## config.mk

```make
export PLATFORM = sky130hd
export DESIGN_NAME = sw_wavefront_sched_flat
export DESIGN_NICKNAME = d
export VERILOG_FILES = /design/src/rtl/sw_wavefront_sched_if.sv /design/src/rtl/sw_wavefront_sched.sv /design/src/flat_wrapper.sv
export SDC_FILE = /design/constraint.sdc
export NUM_CORES = 1
export LEC_CHECK = 0
export ABC_AREA = 1
export ABC_CLOCK_PERIOD_IN_PS = 7200
export CORE_ASPECT_RATIO = 0.5
export CORE_MARGIN = 5
export CORE_UTILIZATION = 53
export DETAILED_ROUTE_END_ITERATION = 10
export PLACE_DENSITY = 0.82
export SLEW_MARGIN = 40
export SYNTH_ARGS = -nofsm -noshare
export SYNTH_HDL_FRONTEND = slang
export SYNTH_SLANG_ARGS = --single-unit
```

## constraint.sdc

```tcl
create_clock -name clk -period 7.2 [get_ports clk]
set_input_delay 1.44 -clock clk [delete_from_list [all_inputs] [get_ports clk]]
set_output_delay 1.44 -clock clk [all_outputs]
set_load 0.1 [all_outputs]
```

## src/rtl/sw_wavefront_sched_if.sv

```systemverilog
// Handshake/bus bundle between the Smith-Waterman wavefront scheduler and its
// PE array plus inter-pass boundary row buffer.
interface sw_wavefront_sched_if #(
    parameter int N_PE            = 4,
    parameter int WIDTH_SCORE     = 8,
    parameter int WIDTH_POS_REF   = 7,
    parameter int WIDTH_POS_QUERY = 6
) ();
    logic                        start;
    logic                        hold;
    logic                        busy;
    logic [N_PE-1:0]             pe_valid;
    logic [WIDTH_POS_REF-1:0]    ref_addr;
    logic [WIDTH_POS_QUERY-1:0]  query_base;
    logic                        first_pass;
    logic                        bnd_rd_en;
    logic [WIDTH_POS_REF-1:0]    bnd_rd_addr;
    logic                        bnd_wr_en;
    logic [WIDTH_POS_REF-1:0]    bnd_wr_addr;
    logic [N_PE*WIDTH_SCORE-1:0] pe_h;
    logic                        finish;
    logic [WIDTH_SCORE-1:0]      max;
    logic [WIDTH_POS_REF-1:0]    pos_ref;
    logic [WIDTH_POS_QUERY-1:0]  pos_query;

    modport master (
        input  start, hold, pe_h,
        output busy, pe_valid, ref_addr, query_base, first_pass,
               bnd_rd_en, bnd_rd_addr, bnd_wr_en, bnd_wr_addr,
               finish, max, pos_ref, pos_query
    );

    modport slave (
        output start, hold, pe_h,
        input  busy, pe_valid, ref_addr, query_base, first_pass,
               bnd_rd_en, bnd_rd_addr, bnd_wr_en, bnd_wr_addr,
               finish, max, pos_ref, pos_query
    );
endinterface

```

## src/rtl/sw_wavefront_sched.sv

```systemverilog
// Sequences a linear Smith-Waterman PE array over the score matrix in passes of
// N_PE rows, streaming skewed reference columns and tracking the best H score.
module sw_wavefront_sched #(
    parameter int LEN_REF         = 64,
    parameter int LEN_QUERY       = 48,
    parameter int N_PE            = 4,
    parameter int WIDTH_SCORE     = 8,
    parameter int WIDTH_POS_REF   = 7,
    parameter int WIDTH_POS_QUERY = 6
) (
    input  logic                 clk,
    input  logic                 reset,
    sw_wavefront_sched_if.master bus
);
    localparam int P_CNT  = LEN_QUERY / N_PE;
    localparam int T_CNT  = LEN_REF + N_PE - 1;
    localparam int T_W    = $clog2(T_CNT + 1);
    localparam int PASS_W = $clog2(P_CNT + 1);

    localparam logic [T_W-1:0]    T_LAST = T_W'(T_CNT - 1);
    localparam logic [T_W-1:0]    T_REF  = T_W'(LEN_REF);
    localparam logic [T_W-1:0]    T_SKEW = T_W'(N_PE - 1);
    localparam logic [PASS_W-1:0] P_LAST = PASS_W'(P_CNT - 1);

    localparam logic [1:0] ST_IDLE  = 2'd0;
    localparam logic [1:0] ST_RUN   = 2'd1;
    localparam logic [1:0] ST_FLUSH = 2'd2;
    localparam logic [1:0] ST_DONE  = 2'd3;

    logic [1:0]                    state_q, state_d;
    logic [T_W-1:0]                t_q, t_d;
    logic [PASS_W-1:0]             pass_q, pass_d;
    logic [N_PE-1:0]               vld_q, vld_d;
    logic [WIDTH_POS_REF-1:0]      col_q [N_PE];
    logic [WIDTH_POS_REF-1:0]      col_d [N_PE];
    logic [WIDTH_POS_QUERY-1:0]    row_q [N_PE];
    logic [WIDTH_POS_QUERY-1:0]    row_d [N_PE];
    logic signed [WIDTH_SCORE-1:0] max_q, max_d;
    logic [WIDTH_POS_REF-1:0]      pos_ref_q, pos_ref_d;
    logic [WIDTH_POS_QUERY-1:0]    pos_query_q, pos_query_d;

    logic                          run_s;
    logic                          accept_s;
    logic [N_PE-1:0]               pe_valid_s;
    logic [N_PE-1:0]               win_s;
    logic [T_W-1:0]                tk_s [N_PE];
    logic [WIDTH_POS_QUERY-1:0]    query_base_s;
    logic signed [WIDTH_SCORE-1:0] h_s [N_PE];

    // Wavefront skew: PE k works on column t-k of row pass*N_PE+k.
    always_comb begin
        run_s        = (state_q == ST_RUN);
        accept_s     = (state_q == ST_IDLE) & bus.start;
        query_base_s = WIDTH_POS_QUERY'(pass_q) * WIDTH_POS_QUERY'(N_PE);
        for (int k = 0; k < N_PE; k++) begin
            tk_s[k]       = t_q - T_W'(k);
            pe_valid_s[k] = run_s & ~bus.hold & (t_q >= T_W'(k)) & (tk_s[k] < T_REF);
            vld_d[k]      = pe_valid_s[k];
            col_d[k]      = WIDTH_POS_REF'(tk_s[k]);
            row_d[k]      = query_base_s + WIDTH_POS_QUERY'(k);
        end
    end

    // Pass/column sequencing and IDLE->RUN->FLUSH->DONE control.
    always_comb begin
        state_d = state_q;
        t_d     = t_q;
        pass_d  = pass_q;
        case (state_q)
            ST_IDLE: begin
                if (bus.start) begin
                    state_d = ST_RUN;
                    t_d     = '0;
                    pass_d  = '0;
                end else begin
                    state_d = ST_IDLE;
                end
            end
            ST_RUN: begin
                if (bus.hold) begin
                    t_d = t_q;
                end else if (t_q == T_LAST) begin
                    t_d = '0;
                    if (pass_q == P_LAST) begin
                        state_d = ST_FLUSH;
                        pass_d  = '0;
                    end else begin
                        pass_d = pass_q + PASS_W'(1);
                    end
                end else begin
                    t_d = t_q + T_W'(1);
                end
            end
            ST_FLUSH: state_d = ST_DONE;
            ST_DONE:  state_d = ST_IDLE;
            default:  state_d = ST_IDLE;
        endcase
    end

    // Running max: chained strict compare so the lowest PE wins same-cycle ties.
    always_comb begin
        max_d       = max_q;
        pos_ref_d   = pos_ref_q;
        pos_query_d = pos_query_q;
        win_s       = '0;
        for (int k = 0; k < N_PE; k++) begin
            h_s[k] = bus.pe_h[k*WIDTH_SCORE +: WIDTH_SCORE];
        end
        if (accept_s) begin
            max_d       = '0;
            pos_ref_d   = '0;
            pos_query_d = '0;
        end else begin
            for (int k = 0; k < N_PE; k++) begin
                win_s[k]    = vld_q[k] & (h_s[k] > max_d);
                max_d       = win_s[k] ? h_s[k] : max_d;
                pos_ref_d   = win_s[k] ? (col_q[k] + WIDTH_POS_REF'(1)) : pos_ref_d;
                pos_query_d = win_s[k] ? (row_q[k] + WIDTH_POS_QUERY'(1)) : pos_query_d;
            end
        end
    end

    // State, counters, compare-stage pipeline and result registers.
    always_ff @(posedge clk or posedge reset) begin
        if (reset) begin
            state_q     <= ST_IDLE;
            t_q         <= '0;
            pass_q      <= '0;
            vld_q       <= '0;
            max_q       <= '0;
            pos_ref_q   <= '0;
            pos_query_q <= '0;
            for (int k = 0; k < N_PE; k++) begin
                col_q[k] <= '0;
                row_q[k] <= '0;
            end
        end else begin
            state_q     <= state_d;
            t_q         <= t_d;
            pass_q      <= pass_d;
            vld_q       <= vld_d;
            max_q       <= max_d;
            pos_ref_q   <= pos_ref_d;
            pos_query_q <= pos_query_d;
            col_q       <= col_d;
            row_q       <= row_d;
        end
    end

    assign bus.busy        = (state_q == ST_RUN) | (state_q == ST_FLUSH);
    assign bus.finish      = (state_q == ST_DONE);
    assign bus.pe_valid    = pe_valid_s;
    assign bus.ref_addr    = (t_q < T_REF) ? WIDTH_POS_REF'(t_q) : WIDTH_POS_REF'(LEN_REF - 1);
    assign bus.query_base  = query_base_s;
    assign bus.first_pass  = run_s & (pass_q == '0);
    assign bus.bnd_rd_en   = pe_valid_s[0] & (pass_q != '0);
    assign bus.bnd_rd_addr = WIDTH_POS_REF'(t_q);
    assign bus.bnd_wr_en   = pe_valid_s[N_PE-1] & (pass_q != P_LAST);
    // Gated to zero before the last PE reaches column 0 so reset leaves it at 0.
    assign bus.bnd_wr_addr = (t_q >= T_SKEW) ? WIDTH_POS_REF'(t_q - T_SKEW) : '0;
    assign bus.max         = max_q;
    assign bus.pos_ref     = pos_ref_q;
    assign bus.pos_query   = pos_query_q;
endmodule

```

## src/flat_wrapper.sv

```systemverilog
// flat-port wrapper written by rule: the top's interface ports become plain ports
module sw_wavefront_sched_flat 
#(
    parameter int LEN_REF         = 64,
    parameter int LEN_QUERY       = 48,
    parameter int N_PE            = 4,
    parameter int WIDTH_SCORE     = 8,
    parameter int WIDTH_POS_REF   = 7,
    parameter int WIDTH_POS_QUERY = 6
)
  (clk, reset, bus_start, bus_hold, bus_pe_h, bus_busy, bus_pe_valid, bus_ref_addr, bus_query_base, bus_first_pass, bus_bnd_rd_en, bus_bnd_rd_addr, bus_bnd_wr_en, bus_bnd_wr_addr, bus_finish, bus_max, bus_pos_ref, bus_pos_query);
  sw_wavefront_sched_if #(.N_PE(N_PE), .WIDTH_SCORE(WIDTH_SCORE), .WIDTH_POS_REF(WIDTH_POS_REF), .WIDTH_POS_QUERY(WIDTH_POS_QUERY)) bus_i ();
  input  logic clk;
  input  logic reset;
  input wire logic [$bits(bus_i.start)-1:0] bus_start;
  input wire logic [$bits(bus_i.hold)-1:0] bus_hold;
  input wire logic [$bits(bus_i.pe_h)-1:0] bus_pe_h;
  output wire logic [$bits(bus_i.busy)-1:0] bus_busy;
  output wire logic [$bits(bus_i.pe_valid)-1:0] bus_pe_valid;
  output wire logic [$bits(bus_i.ref_addr)-1:0] bus_ref_addr;
  output wire logic [$bits(bus_i.query_base)-1:0] bus_query_base;
  output wire logic [$bits(bus_i.first_pass)-1:0] bus_first_pass;
  output wire logic [$bits(bus_i.bnd_rd_en)-1:0] bus_bnd_rd_en;
  output wire logic [$bits(bus_i.bnd_rd_addr)-1:0] bus_bnd_rd_addr;
  output wire logic [$bits(bus_i.bnd_wr_en)-1:0] bus_bnd_wr_en;
  output wire logic [$bits(bus_i.bnd_wr_addr)-1:0] bus_bnd_wr_addr;
  output wire logic [$bits(bus_i.finish)-1:0] bus_finish;
  output wire logic [$bits(bus_i.max)-1:0] bus_max;
  output wire logic [$bits(bus_i.pos_ref)-1:0] bus_pos_ref;
  output wire logic [$bits(bus_i.pos_query)-1:0] bus_pos_query;
  assign bus_i.start = bus_start;
  assign bus_i.hold = bus_hold;
  assign bus_i.pe_h = bus_pe_h;
  assign bus_busy = bus_i.busy;
  assign bus_pe_valid = bus_i.pe_valid;
  assign bus_ref_addr = bus_i.ref_addr;
  assign bus_query_base = bus_i.query_base;
  assign bus_first_pass = bus_i.first_pass;
  assign bus_bnd_rd_en = bus_i.bnd_rd_en;
  assign bus_bnd_rd_addr = bus_i.bnd_rd_addr;
  assign bus_bnd_wr_en = bus_i.bnd_wr_en;
  assign bus_bnd_wr_addr = bus_i.bnd_wr_addr;
  assign bus_finish = bus_i.finish;
  assign bus_max = bus_i.max;
  assign bus_pos_ref = bus_i.pos_ref;
  assign bus_pos_query = bus_i.pos_query;
  sw_wavefront_sched #(.LEN_REF(LEN_REF), .LEN_QUERY(LEN_QUERY), .N_PE(N_PE), .WIDTH_SCORE(WIDTH_SCORE), .WIDTH_POS_REF(WIDTH_POS_REF), .WIDTH_POS_QUERY(WIDTH_POS_QUERY)) u_core (.clk(clk), .reset(reset), .bus(bus_i));
endmodule
```

Yosys cells after proc, flatten, opt, wreduce, memory -nomap -nowiden
Cells that the tools add are included.
- input port bits: 36
- output and inout bits: 57
- register bits: 88
- reductions and logical operators: 8
- multiplexer cells: 31
- $lt $le $gt $ge: 12
- equality and inequality tests: 10
- bitwise gates (word level): 19
- add/sub/neg operators: 16
- operators with widths (cell ; count):
    $mux W7 ; 10
    $mux W8 ; 5
    $add A7 B1 Y7 const B ; 5
    $gt A8 B8 Y1 ; 4
    $add A6 B1 Y6 const B ; 5
    $mux W6 ; 5
    $lt A7 B7 Y1 const B ; 4
    $and A1 B1 Y1 ; 17
    $mux W4 ; 4
    $ge A7 B1 Y1 const B ; 2
    $ge A7 B2 Y1 const B ; 2
    $pmux W7 S2 ; 1
    $sub A7 B2 Y7 const B ; 2
    $add A6 B2 Y6 const B ; 2
    $ne A2 B2 Y1 const B ; 4
    $pmux W2 S4 ; 1
    $pmux W4 S2 ; 1
    $eq A7 B7 Y1 const B ; 1
    $sub A7 B1 Y7 const B ; 1
    $mux W2 ; 3
    $reduce_and A3 Y1 ; 2
    $reduce_bool A5 Y1 ; 1
    $add A4 B1 Y4 const B ; 1
    $eq A2 B2 Y1 const B ; 2
    other kinds (11) ; 11

Longest topological paths before layout
- depth after elaboration: 13
- gate-level depth with buffers: 58
- depth with buffers taken out: 55

Least setup slack after synthesis
No wires, ideal clock.
- path type: input -> register
- start: input bus_pe_h[7]
- end: register u_core.pos_ref_q[6] (netlist: u_core.bus.pos_ref[6])
- setup slack: -0.243 ns
- buffers on the path: 4
- arrival time: 7.324 ns
- setup time: 0.120 ns
- cell stages on the path: 46
- path through: ha_1 inv_2 nor3_2 nand2_1 nand3_2 xor2_4 nand3_4 nand2_1 nand2_1 ha_1 a21o_1 nor2_2 nand3_2 nand3_2 buf_4 nand3_1 nand2_1 inv_1 (+10 left out) or2_2 nand2_1 ha_1 a21oi_1 o21a_1 nand3_1 nand2_1 buf_4 o21ai_1 inv_1 nand2_1 nand2_2 ha_1 nand3_2 nor2_2 nand4_1 nand3_1 nand2_1
- cells in the longest elaborated chain, start to end: 13
- elaborated cells between the ends (all ways): 16
- those cells by class: 4 x order compare; 7 x mux; 4 x bitwise; 1 x reduce/logical
- ends and longest elaborated chain (item ; RTL line ; source):
    start, declared ; flat_wrapper.sv:17 ; input wire logic [$bits(bus_i.pe_h)-1:0] bus_pe_h;
    $gt A8 B8 Y1 ; sw_wavefront_sched.sv:115 ; win_s[k] = vld_q[k] & (h_s[k] > max_d);
    $and A1 B1 Y1 ; sw_wavefront_sched.sv:115 ;
    $mux W8 ; sw_wavefront_sched.sv:116 ; max_d = win_s[k] ? h_s[k] : max_d;
    $gt A8 B8 Y1 ; sw_wavefront_sched.sv:115 ;
    $and A1 B1 Y1 ; sw_wavefront_sched.sv:115 ;
    $mux W8 ; sw_wavefront_sched.sv:116 ;
    $gt A8 B8 Y1 ; sw_wavefront_sched.sv:115 ;
    $and A1 B1 Y1 ; sw_wavefront_sched.sv:115 ;
    $mux W8 ; sw_wavefront_sched.sv:116 ;
    $gt A8 B8 Y1 ; sw_wavefront_sched.sv:115 ;
    $and A1 B1 Y1 ; sw_wavefront_sched.sv:115 ;
    $mux W7 ; sw_wavefront_sched.sv:117 ; pos_ref_d = win_s[k] ? (col_q[k] + WIDTH_POS_REF'(1)) : pos_ref_d;
    $mux W7 ; sw_wavefront_sched.sv:109 ; if (accept_s) begin
    end signal, assigned ; sw_wavefront_sched.sv:143 ; pos_ref_q <= pos_ref_d;
    end, declared ; sw_wavefront_sched.sv:39 ; logic [WIDTH_POS_REF-1:0] pos_ref_q, pos_ref_d;
Several ways; a longest one is shown, not always the timed one.
A chain may end at the register's enable or synchronous reset.

Worst setup path in the final report
- start: input bus_pe_h[7]
- end: register u_core.pos_ref_q[1] (netlist: u_core.bus.pos_ref[1])
The elaborated chain is that of the path after synthesis.

==> impl_metrics.ini <==
[run_status]
outcome = finished with violations
failed_checks = negative setup slack

[power]
p_leak_nw = 3.56
total_power_mw = 2.67
power.share.clock_pct = 15.8
p_per_area_nw_per_um2 = 393
netSwitchingPower_mw = 1.46
sw_frac_of_total_pct = 54.6
seqPwrFrac_pct = 20.6
peakVddDrop_uv = 426
p_comb_share_pct = 63.5
intPower_mw = 1.21

[critical_path]
cp_max_fo = 7
worstPathRequired_ns = 7.43
path_delay_family = simple AND/OR/NAND/NOR gates
r2r_slack_ns = 0.78
start_kind = input pin
max_stage_delay_ns = 0.30
cpMostUsedCell = nand2_1
cp.arrival_ns = 7.43
path_class = input pin to register
end_kind = register
r2r_cells = 41
crit_path_top_delay_cell = ha_4
r2r-end = u_core.bus.pos_ref[1]
timing.critical_path.buf_inv = 7
r2r-start = u_core.bus.max[7]

[routing]
wl_per_cell_um = 17.1
vias = 4879
drt_wl_total_um = 15200
ant_nets = 0
vias_per_cell = 5.51
dr.pass1.iters = 6
drt_iter0_markers = 401
drc = 0

[synthesis]
yosysWarnings = 0
yosys.area_share.simple_pct = 28.3
yosys_register_bits = 69
yosysUniqueCellTypes = 46
seq_area_frac_synth_pct = 36.4
synth_top_family_by_area = simple AND/OR/NAND/NOR gates
synth_area_um2 = 4740
synth_fa_ha_area_share_pct = 12.9
synth_mux_area_share_pct = 0.211
syn_area_per_cell_um2 = 7.75
synthXorXnorAreaFrac_pct = 3.54
syn_inst = 612
synth-compound-area-share_pct = 8.34

[timing]
hold_viol = 0
finalSetupTns_ns = -0.00479
max_slew_margin_pct = 58.1
finalMaxSlewViolations = 0
worst_clock_skew_ns = 0.0103
fin_ws_ns = -0.00479
fmax_mhz = 139
post-route-period-util_pct = 100
worst_pin_slew_ns = 0.628
holdWs_ns = 0.473
fin_crit_ns = 7.20
setup_viol = 1

[cts]
clockBufferDepth = 2
cts.root.buffer_cell = clkbuf_16
cts_tree = done
htree_levels = 3
cts.clk_slew.worst_paths_ns = 0.06
cts_made_buffers = 9
cts.sinks = 69
clk_latency_ns = 0.35

[place]
routabilityCongestion = 0.887
dpl_worst_slack_ns = -0.557
place_hpwl_um = 9760
postPlaceCellArea_um2 = 5760
port_buffers = 89
dp.cells = 845

[flow_run]
cap_violations = 0

[min_path]
worstHoldStart = u_core.pass_q[1]
min_to = u_core.row_q[3]
holdCritPathClass = register to register
hold_path_depth = 0

[die]
initial_utilization_pct = 54.4
die_w_um = 144
die_y_um = 76.9
fp.dieArea_um2 = 11100
core_area_um2 = 8710
ioPinCount = 93
core.rowCount = 24

[grt]
grt_usage_pct = 24.1
grt_overflow_total = 0
grt_pass1_wl_um = 21100
antenna_found_initial = 0
first_global_vias = 4548
grt_max_degree = 70

[layout]
most-common-layout-cells = 120 x nand2_1, 81 x inv_1, 69 x dfrtp_1, 59 x buf_4, 54 x buf_2
finalInstanceArea_um2 = 6790
stdcell_count = 885
antenna_cells = 0
drive_gt1_share_pct = 34.8
area.growth.synth_to_final_pct = 43.3
nFillCells = 572
final_util_pct = 78.0
final_common_cell = nand2_1
final_nets = 848
[sequential cells by signal, summed over array words and instances, names as in the netlist, 4 cells and up]
| name | cells |
|---|---|
| u_core.row_q | 5 |
| u_core.col_q | 26 |
| u_core.vld_q | 4 |
| u_core.bus.pos_ref | 7 |
| u_core.bus.pos_query | 6 |
| u_core.pass_q | 4 |
| u_core.bus.bnd_rd_addr | 7 |
| u_core.bus.max | 8 |
[timing repair]
action | CTS | global route
setup buffers | 4 | 17
cloned | 1 | 2
hold buffers | 0 | 0
endpoints found under the setup margin | 11 | 21
pin swaps | 5 | 53
resized for setup | 18 | 112
[layout make-up]
type	count	area, µm²	share of cell area (%)
Clock buffer	10	239	3.52
Clock inverter	6	43.8	0.645
Inverter	93	350	5.16
Multi-Input combinational cell	435	3130	46.1
Sequential cell	69	1730	25.4
Tap cell	117	146	2.15
Timing Repair Buffer	155	1150	17.0
[cells by family (layout without fill, tap and decap cells)]
group	Yosys count	in the layout
and+or+nand+nor	292	295
muxes	1	1
AOI/OAI and AO/OA	69	69
DFF	69	69
xor gates and xnor gates	17	17
other	2	4
buffers and inverters	113	264
adders and majority gates	49	49
[synthesized netlist by cell type (all sizes together)]
library cell | n | area share, %
conb | 2 | 0.16
a21oi | 21 | 2.2
nor3 | 9 | 1.1
a22o | 1 | 0.18
buf | 15 | 2.3
a2111oi | 1 | 0.18
o21ai | 32 | 3.4
a21o | 1 | 0.16
a32o | 1 | 0.21
xor2 | 14 | 3.0
nand2 | 162 | 13
mux2i | 1 | 0.21
clkbuf | 5 | 0.40
a21boi | 4 | 0.71
nor3b | 2 | 0.32
nand3 | 53 | 6.4
dfrtp | 69 | 36
a211oi | 1 | 0.16
nor2 | 38 | 3.5
xnor2 | 3 | 0.55
or2 | 10 | 1.3
o22ai | 2 | 0.26
o21a | 2 | 0.32
clkinv | 2 | 0.18
and2 | 2 | 0.26
o41ai | 2 | 0.37
inv | 91 | 7.2
nand3b | 3 | 0.48
nor4 | 1 | 0.13
nand4 | 12 | 1.6
a41oi | 1 | 0.18
ha | 49 | 13
[layer usage]
layer | GRT usage, % | vias to the layer above | routed length, µm
li1 | - | 2273 | -
met1 | 31.4 | 2329 | 6270
met2 | 39.0 | 218 | 7310
met3 | 5.10 | 59 | 981
met4 | 9.87 | 0 | 586
met5 | 0 | - | 0
[worst max-delay path by stage]
| stage | start | end | slack [ns] | depth (start not counted) |
|---|---|---|---|---|
| floorplan | bus_pe_h[7] | u_core.bus.pos_ref[6] | 0.004 | 48 |
| global placement | bus_pe_h[3] | u_core.bus.pos_ref[6] | -0.37 | 45 |
| detailed placement | bus_pe_h[3] | u_core.bus.pos_ref[6] | -0.56 | 45 |
| CTS | bus_pe_h[6] | u_core.bus.pos_ref[6] | 0.001 | 48 |
| global route | bus_pe_h[7] | u_core.bus.pos_ref[1] | -0.31 | 43 |
| finish | bus_pe_h[7] | u_core.bus.pos_ref[1] | -0.005 | 41 |
[power groups by stage]
stage                     registers [mW]  logic, mW  clock network [mW]
after floorplan                    0.771      0.884                   0
after global placement             0.554       1.47                   0
after detailed placement           0.554       1.43                   0
after CTS                          0.549       1.46               0.423
after global routing               0.560       1.81               0.443
final                              0.551       1.70               0.423
Power figures use the tool's default switching activity.
